### src/rtl/wb_stage.sv
// rtl/wb_stage.sv - writeback stage with data-memory handshake and retirement tracking
module wb_stage (
    input  logic        clk,
    input  logic        rstd,
    input  logic [31:0] pc_in,
    input  logic [5:0]  op_in,
    input  logic [31:0] os_in,
    input  logic [31:0] ot_in,
    input  logic [31:0] imm_dpl_in,
    input  logic [4:0]  wreg_in,
    input  logic [31:0] result_in,
    output logic        stall,
    output logic        mem_req,
    output logic        mem_we,
    output logic [31:0] mem_addr,
    output logic [31:0] mem_wdata,
    input  logic        mem_ack,
    input  logic [31:0] mem_rdata,
    output logic        rf_we,
    output logic [4:0]  rf_waddr,
    output logic [31:0] rf_wdata,
    output logic [31:0] retire_pc,
    output logic [31:0] retire_cnt
);

    localparam logic [0:0] ST_IDLE = 1'b0;
    localparam logic [0:0] ST_BUSY = 1'b1;

    localparam logic [5:0] OP_LW  = 6'd16;
    localparam logic [5:0] OP_SW  = 6'd24;
    localparam logic [5:0] OP_NOP = 6'd55;

    logic [0:0]  state;
    logic        is_lw;
    logic        is_sw;
    logic        is_mem;
    logic        is_nop;
    logic        in_busy;
    logic        start_mem;
    logic        retire;
    logic        writes_reg;
    logic [31:0] wb_data;

    // Decode the held instruction and decide what happens at the coming edge
    always_comb begin
        is_lw      = (op_in == OP_LW);
        is_sw      = (op_in == OP_SW);
        is_mem     = is_lw | is_sw;
        is_nop     = (op_in == OP_NOP);
        in_busy    = (state == ST_BUSY);
        start_mem  = !in_busy && is_mem;
        // A memory op retires on its ack; anything else retires straight from IDLE
        retire     = in_busy ? mem_ack : (!is_mem && !is_nop);
        // Stores never write the register file; register 0 is never written
        writes_reg = !is_sw && (wreg_in != 5'd0);
        wb_data    = is_lw ? mem_rdata : result_in;
        stall      = in_busy ? !mem_ack : is_mem;
        mem_req    = in_busy;
    end

    // Two-state request FSM: enter BUSY on a memory op, leave on ack
    always_ff @(posedge clk or negedge rstd) begin
        if (!rstd) begin
            state <= ST_IDLE;
        end else if (start_mem) begin
            state <= ST_BUSY;
        end else if (in_busy && mem_ack) begin
            state <= ST_IDLE;
        end
    end

    // Memory request payload is latched once on entry and held through BUSY
    always_ff @(posedge clk or negedge rstd) begin
        if (!rstd) begin
            mem_addr  <= 32'd0;
            mem_wdata <= 32'd0;
            mem_we    <= 1'b0;
        end else if (start_mem) begin
            mem_addr  <= os_in + imm_dpl_in;
            mem_wdata <= ot_in;
            mem_we    <= is_sw;
        end
    end

    // Register-file write strobe is a single-cycle pulse; address/data hold otherwise
    always_ff @(posedge clk or negedge rstd) begin
        if (!rstd) begin
            rf_we    <= 1'b0;
            rf_waddr <= 5'd0;
            rf_wdata <= 32'd0;
        end else begin
            rf_we <= retire && writes_reg;
            if (retire && writes_reg) begin
                rf_waddr <= wreg_in;
                rf_wdata <= wb_data;
            end
        end
    end

    // Retirement bookkeeping: last retired PC and a wrapping retirement counter
    always_ff @(posedge clk or negedge rstd) begin
        if (!rstd) begin
            retire_pc  <= 32'd0;
            retire_cnt <= 32'd0;
        end else if (retire) begin
            retire_pc  <= pc_in;
            retire_cnt <= retire_cnt + 32'd1;
        end
    end

endmodule

### config.mk
export PLATFORM = sky130hd
export DESIGN_NAME = wb_stage
export DESIGN_NICKNAME = d
export VERILOG_FILES = /design/src/rtl/wb_stage.sv
export SDC_FILE = /design/constraint.sdc
export NUM_CORES = 1
export LEC_CHECK = 0
export CAP_MARGIN = 15
export CORE_MARGIN = 4
export CORE_UTILIZATION = 44
export DETAILED_ROUTE_END_ITERATION = 16
export GPL_TIMING_DRIVEN = 0
export PLACE_DENSITY = 0.84
export SKIP_CTS_REPAIR_TIMING = 1
export SLEW_MARGIN = 20
export SYNTH_ARGS = -nofsm -noshare
export SYNTH_HDL_FRONTEND = slang
export SYNTH_SLANG_ARGS = --single-unit
export TNS_END_PERCENT = 100
### constraint.sdc
create_clock -name clk -period 4.75 [get_ports clk]
set_clock_uncertainty 0.05 [all_clocks]
set_input_delay 1.425 -clock clk [delete_from_list [all_inputs] [get_ports clk]]
set_output_delay 1.425 -clock clk [all_outputs]
set_load 0.1 [all_outputs]
Word level (Yosys, flattened, before mapping)
Cells that the tools add are included.
{"block": "op_classes", "add_sub_neg": 2, "muxes": 5, "reduce_logical": 12, "bitwise": 1, "eq_ne": 3}
{"op": "adder 32 x 1 -> 32 bit (second input constant)", "count": 1}
{"op": "adder 32 bit", "count": 1}
{"op": "2-to-1 mux 32 bit", "count": 1}
{"op": "equality test 6 x 5 -> 1 bit (second input constant)", "count": 2}
{"op": "equality test 6 bit (second input constant)", "count": 1}
{"op": "logical AND 1 bit", "count": 5}
{"op": "logical NOT 1 bit", "count": 5}
{"op": "nonzero test 5 bit", "count": 1}
{"op": "2-to-1 mux 1 bit", "count": 4}
{"op": "nonzero test 2 bit", "count": 1}
{"op": "OR 1 bit", "count": 1}
{"block": "word_totals", "input_bits": 206, "out_inout_bits": 169, "reg_bits": 168, "wordCells": 32}

Longest topological paths before layout
{"block": "logic_depth", "ltp_word": 6, "ltp_mapped": 10, "ltp_nobuf": 10}

Worst setup path before layout
OpenSTA, ideal clock, no wires.
{"block": "synth_path", "kind": "in2out", "start": "input op_in[0]", "end": "output stall", "path_buffers": 2, "required_ps": 3275, "path_stages": 6, "arrival_ps": 3255, "setup_slack_ps": 20, "cell_sequence": "nor4_2 nand2_1 or2_2 clkbuf_1 clkbuf_1 nand2_1"}
{"block": "synth_between", "elab_chain_len": 3, "elab_cells_between_ends": 4, "cone_classes": "eq/ne (2); mux (1); bitwise (1)"}
{"item": "start: declaration", "line_no": "6", "rtl": "input logic [5:0] op_in,"}
{"item": "equality test 6 x 5 -> 1 bit (on tied branches)", "line_no": "46, 47"}
{"item": "OR 1 bit (*)", "line_no": "48", "rtl": "is_mem = is_lw | is_sw;"}
{"item": "2-to-1 mux 1 bit (*)", "line_no": "57", "rtl": "stall = in_busy ? !mem_ack : is_mem;"}
{"item": "end: declaration", "line_no": "12", "rtl": "output logic stall,"}
Mark *: on every way between the ends. The rest lies on a longest branch, timed or not.

Worst setup path in the final report
{"block": "layout_path", "start": "input op_in[5]", "end": "output stall"}
Same word-level chain as after synthesis.

==> reports/results.tsv <==
stage	metric	value	unit
final_layout	Layout Area Growth over Synthesis	56.8	%
clock_tree	root buffer cell	clkbuf_16	
worst_setup_path	worst path arrival time	3.16	ns
timing	WHS	0.428	ns
timing	max-slew violation count	0	
timing	Tightest Pin Transition	1.12	ns
timing	final setup violation count	0	
worst_setup_path	FF-to-FF End	rf_wdata[4]	
worst_setup_path	Critical Path Sink Type	output port	
timing	final worst path period need	4.64	ns
detailed_routing	drt total wl	28000	µm
floorplanning	Row Count	50	
hold_path	hold path cells	2	
timing	RSZ-0062 raised after global routing	false	
global_route	first-pass GRT wire length	43600	µm
placed_design	dpl hpwl	22200	µm
synth	Synth warnings	0	
final_layout	Util after Layout	70.1	%
global_route	largest net degree at the start of global routing	95	
power	power share of the clock group	23.8	%
detailed_routing	drt via density	5.16	
synth	EDFF count, synth	0	
synth	post-synthesis xor/xnor area fraction	5.79	%
detailed_routing	Via Count	7869	
clock_tree	CTS H-tree lvls	4	
timing	Max Fclk	216	MHz
clock_tree	Clock Latency Late Sink	0.42	ns
power	Comb pwr share	46.7	%
clock_tree	CTS Buf Count	17	
hold_path	hold path start	retire_pc[10]	
detailed_routing	Starting DRT DRC Count	374	
global_route	Total GRT Usage	26.0	%
power	Net Switching	2940	µW
worst_setup_path	path depth of the worst reg2reg path	6	
floorplanning	Die Wd	146	µm
final_layout	share of cells above drive strength 1	6.12	%
synth	Mapped Area	8330	µm²
clock_tree	CTS sink cnt	168	
worst_setup_path	CP Max Fanout	11	
timing	Max-slew headroom	25.2	%
detailed_routing	DR pass1 iterations	4	
power	Peak VDD IR	0.317	mV
power	Int Pwr	3180	µW
worst_setup_path	CP Data Required Time	3.27	ns
floorplanning	core area	18600	µm²
final_layout	fin nets	1516	
synth	register area share after synthesis	50.5	%
floorplanning	DIE AREA	21200	µm²
synth	syn nets	1122	
detailed_routing	Post-DRT Antenna Nets	0	
floorplanning	Ports	375	
detailed_routing	Remaining DRCs	0	
global_route	vias in the first global route	7776	
worst_setup_path	r2r setup slk	2.57	ns
worst_setup_path	Reg-to-Reg Start	mem_req	
detailed_routing	routed length per placed instance	18.3	µm
timing	final hold violation count	0	
final_layout	ANT cells	0	
synth	Post-Synth Adder-Cell Area	5.05	%
synth	Simple-Gate Fraction of Synth Area	20.0	%
synth	Distinct cells, synth	62	
clock_tree	Reg clk slew, reported paths	0.07	ns
hold_path	Tightest Hold Check Type	reg -> reg	
clock_tree	Max clock buf depth	2	
clock_tree	CTS tree	done	
final_layout	commonest non-fill, non-tap cell in the layout	clkdlybuf4s50_1	
power	P_leak	0.00607	µW
synth	asr flop ratio synth	100	%
power	total power	6120	µW
synth	Cells after Synth	883	
synth	ys flop type	dfrtp_1	
worst_setup_path	Worst setup SP type	primary input	
hold_path	Hold Path End	retire_pc[10]	
synth	Compound-Gate Fraction of Synth Area	11.9	%
placed_design	final RePlAce weighted congestion	0.944	
synth	Yosys reg bits	168	
synth	main combinational cell family by area after synthesis	simple AND/OR/NAND/NOR gates	
global_route	initial antenna violation count	0	
outcome	outcome	finished clean	
floorplanning	Initial Util	44.7	%
power	Seq pwr share	29.5	%
worst_setup_path	critical path class	in -> out	
power	Pwr per Cell Area	468	nW/µm²
flow_run	maxcap violations	0	
power	Switching Fraction	48.0	%
global_route	GR Overflow Total	0	
final_layout	commonest cells after routing, fill and taps aside	clkdlybuf4s50_1 (372), nand2_1 (273), dfrtp_1 (168), a21oi_1 (53), nor2_1 (48)	
timing	fin crit share	97.6	%
placed_design	IO buf count	374	
synth	multiplexer share of the synthesized area	4.66	%
synth	Syn Area/Cell	9.43	µm²
floorplanning	die span in y	146	µm
[per-stage QoR]
stage | worst slack [ns] | area, µm² | instances | setup TNS (ns)
floorplan | 0.0199 | 8330 | 883 | 0
global placement | -4.64 | 12400 | 1491 | -778.61
detailed placement | -1.57 | 12400 | 1492 | -1.57
CTS | -1.58 | 13000 | 1524 | -1.58
global route | 0.0218 | 13100 | 1524 | 0
finish | 0.114 | 13100 | 1524 | 0
[worst max path at each step]
stage / from / to / slack (ns) / cells after the start
global route: op_in[5] / stall / 0.02 / 7
finish: op_in[5] / stall / 0.11 / 7
detailed placement: op_in[0] / stall / -1.57 / 8
global placement: rstd / rf_wdata[18] / -4.64 / 1
floorplan: op_in[0] / stall / 0.02 / 6
CTS: op_in[0] / stall / -1.58 / 8
[cell families (layout without fill, tap and decap cells)]
| family | Yosys count | count (layout) |
|---|---|---|
| simple gates | 392 | 392 |
| flops | 168 | 168 |
| xor+xnor | 55 | 55 |
| mux | 38 | 38 |
| compound gates | 155 | 155 |
| buf+inv | 42 | 449 |
| fa+ha+maj | 33 | 33 |
[power by group through the flow]
stage	clock network [µW]	logic, µW	registers [µW]
final	1450	2860	1810
after global routing	1540	2960	1830
after CTS	1480	2870	1800
after detailed placement	0	2860	1830
after global placement	0	2830	1820
after floorplan	0	422	3410
[cell type report]
cell class | instances | area [µm²]
Sequential cell | 168 | 4200
Tap cell | 234 | 293
Clock buffer | 17 | 425
Buffer | 33 | 150
Multi-Input combinational cell | 673 | 3960
Fill cell | 1405 | 5580
Inverter | 8 | 30.0
Timing Repair Buffer | 376 | 3790
Clock inverter | 15 | 204
[sequential cells by signal, summed over array words and instances, names as in the netlist]
register and flops:
rf_waddr 5, mem_wdata 32, rf_wdata 32, mem_we 1, retire_pc 32, rf_we 1, mem_req 1, mem_addr 32
retire_cnt 32
[worst max-delay path, cell delays in order]
cell,delay [ns]
clkdlybuf4s50_1,0.48
nor4_4,0.35
nand2_2,0.12
or2_4,0.30
buf_6,0.18
nand2_1,0.11
buf_12,0.19
[synthesized netlist by cell type (all sizes together), types with 4 or more instances]
cell	n	area share [%]
and3	13	0.98
inv	7	0.32
or2	4	0.30
ha	32	4.8
nor3	9	0.60
nand3	20	1.2
xor2	20	2.1
a21oi	56	3.5
dfrtp	168	50
mux2	6	0.81
mux2i	32	3.8
a31oi	8	0.60
xnor2	35	3.7
a21o	22	2.0
clkbuf	19	0.86
a211oi	5	0.51
nand2	275	12
o21ai	39	2.4
buf	15	0.90
nand4	4	0.38
nor2	51	2.4
[per-layer routing]
metal	global-route usage, %	vias up	wire [µm]
li1	-	3783	-
met5	0	-	0
met4	9.50	0	828
met2	44.6	329	13900
met1	31.3	3711	10900
met3	7.72	46	2290
Note: power is estimated with default switching activity, not from simulation.
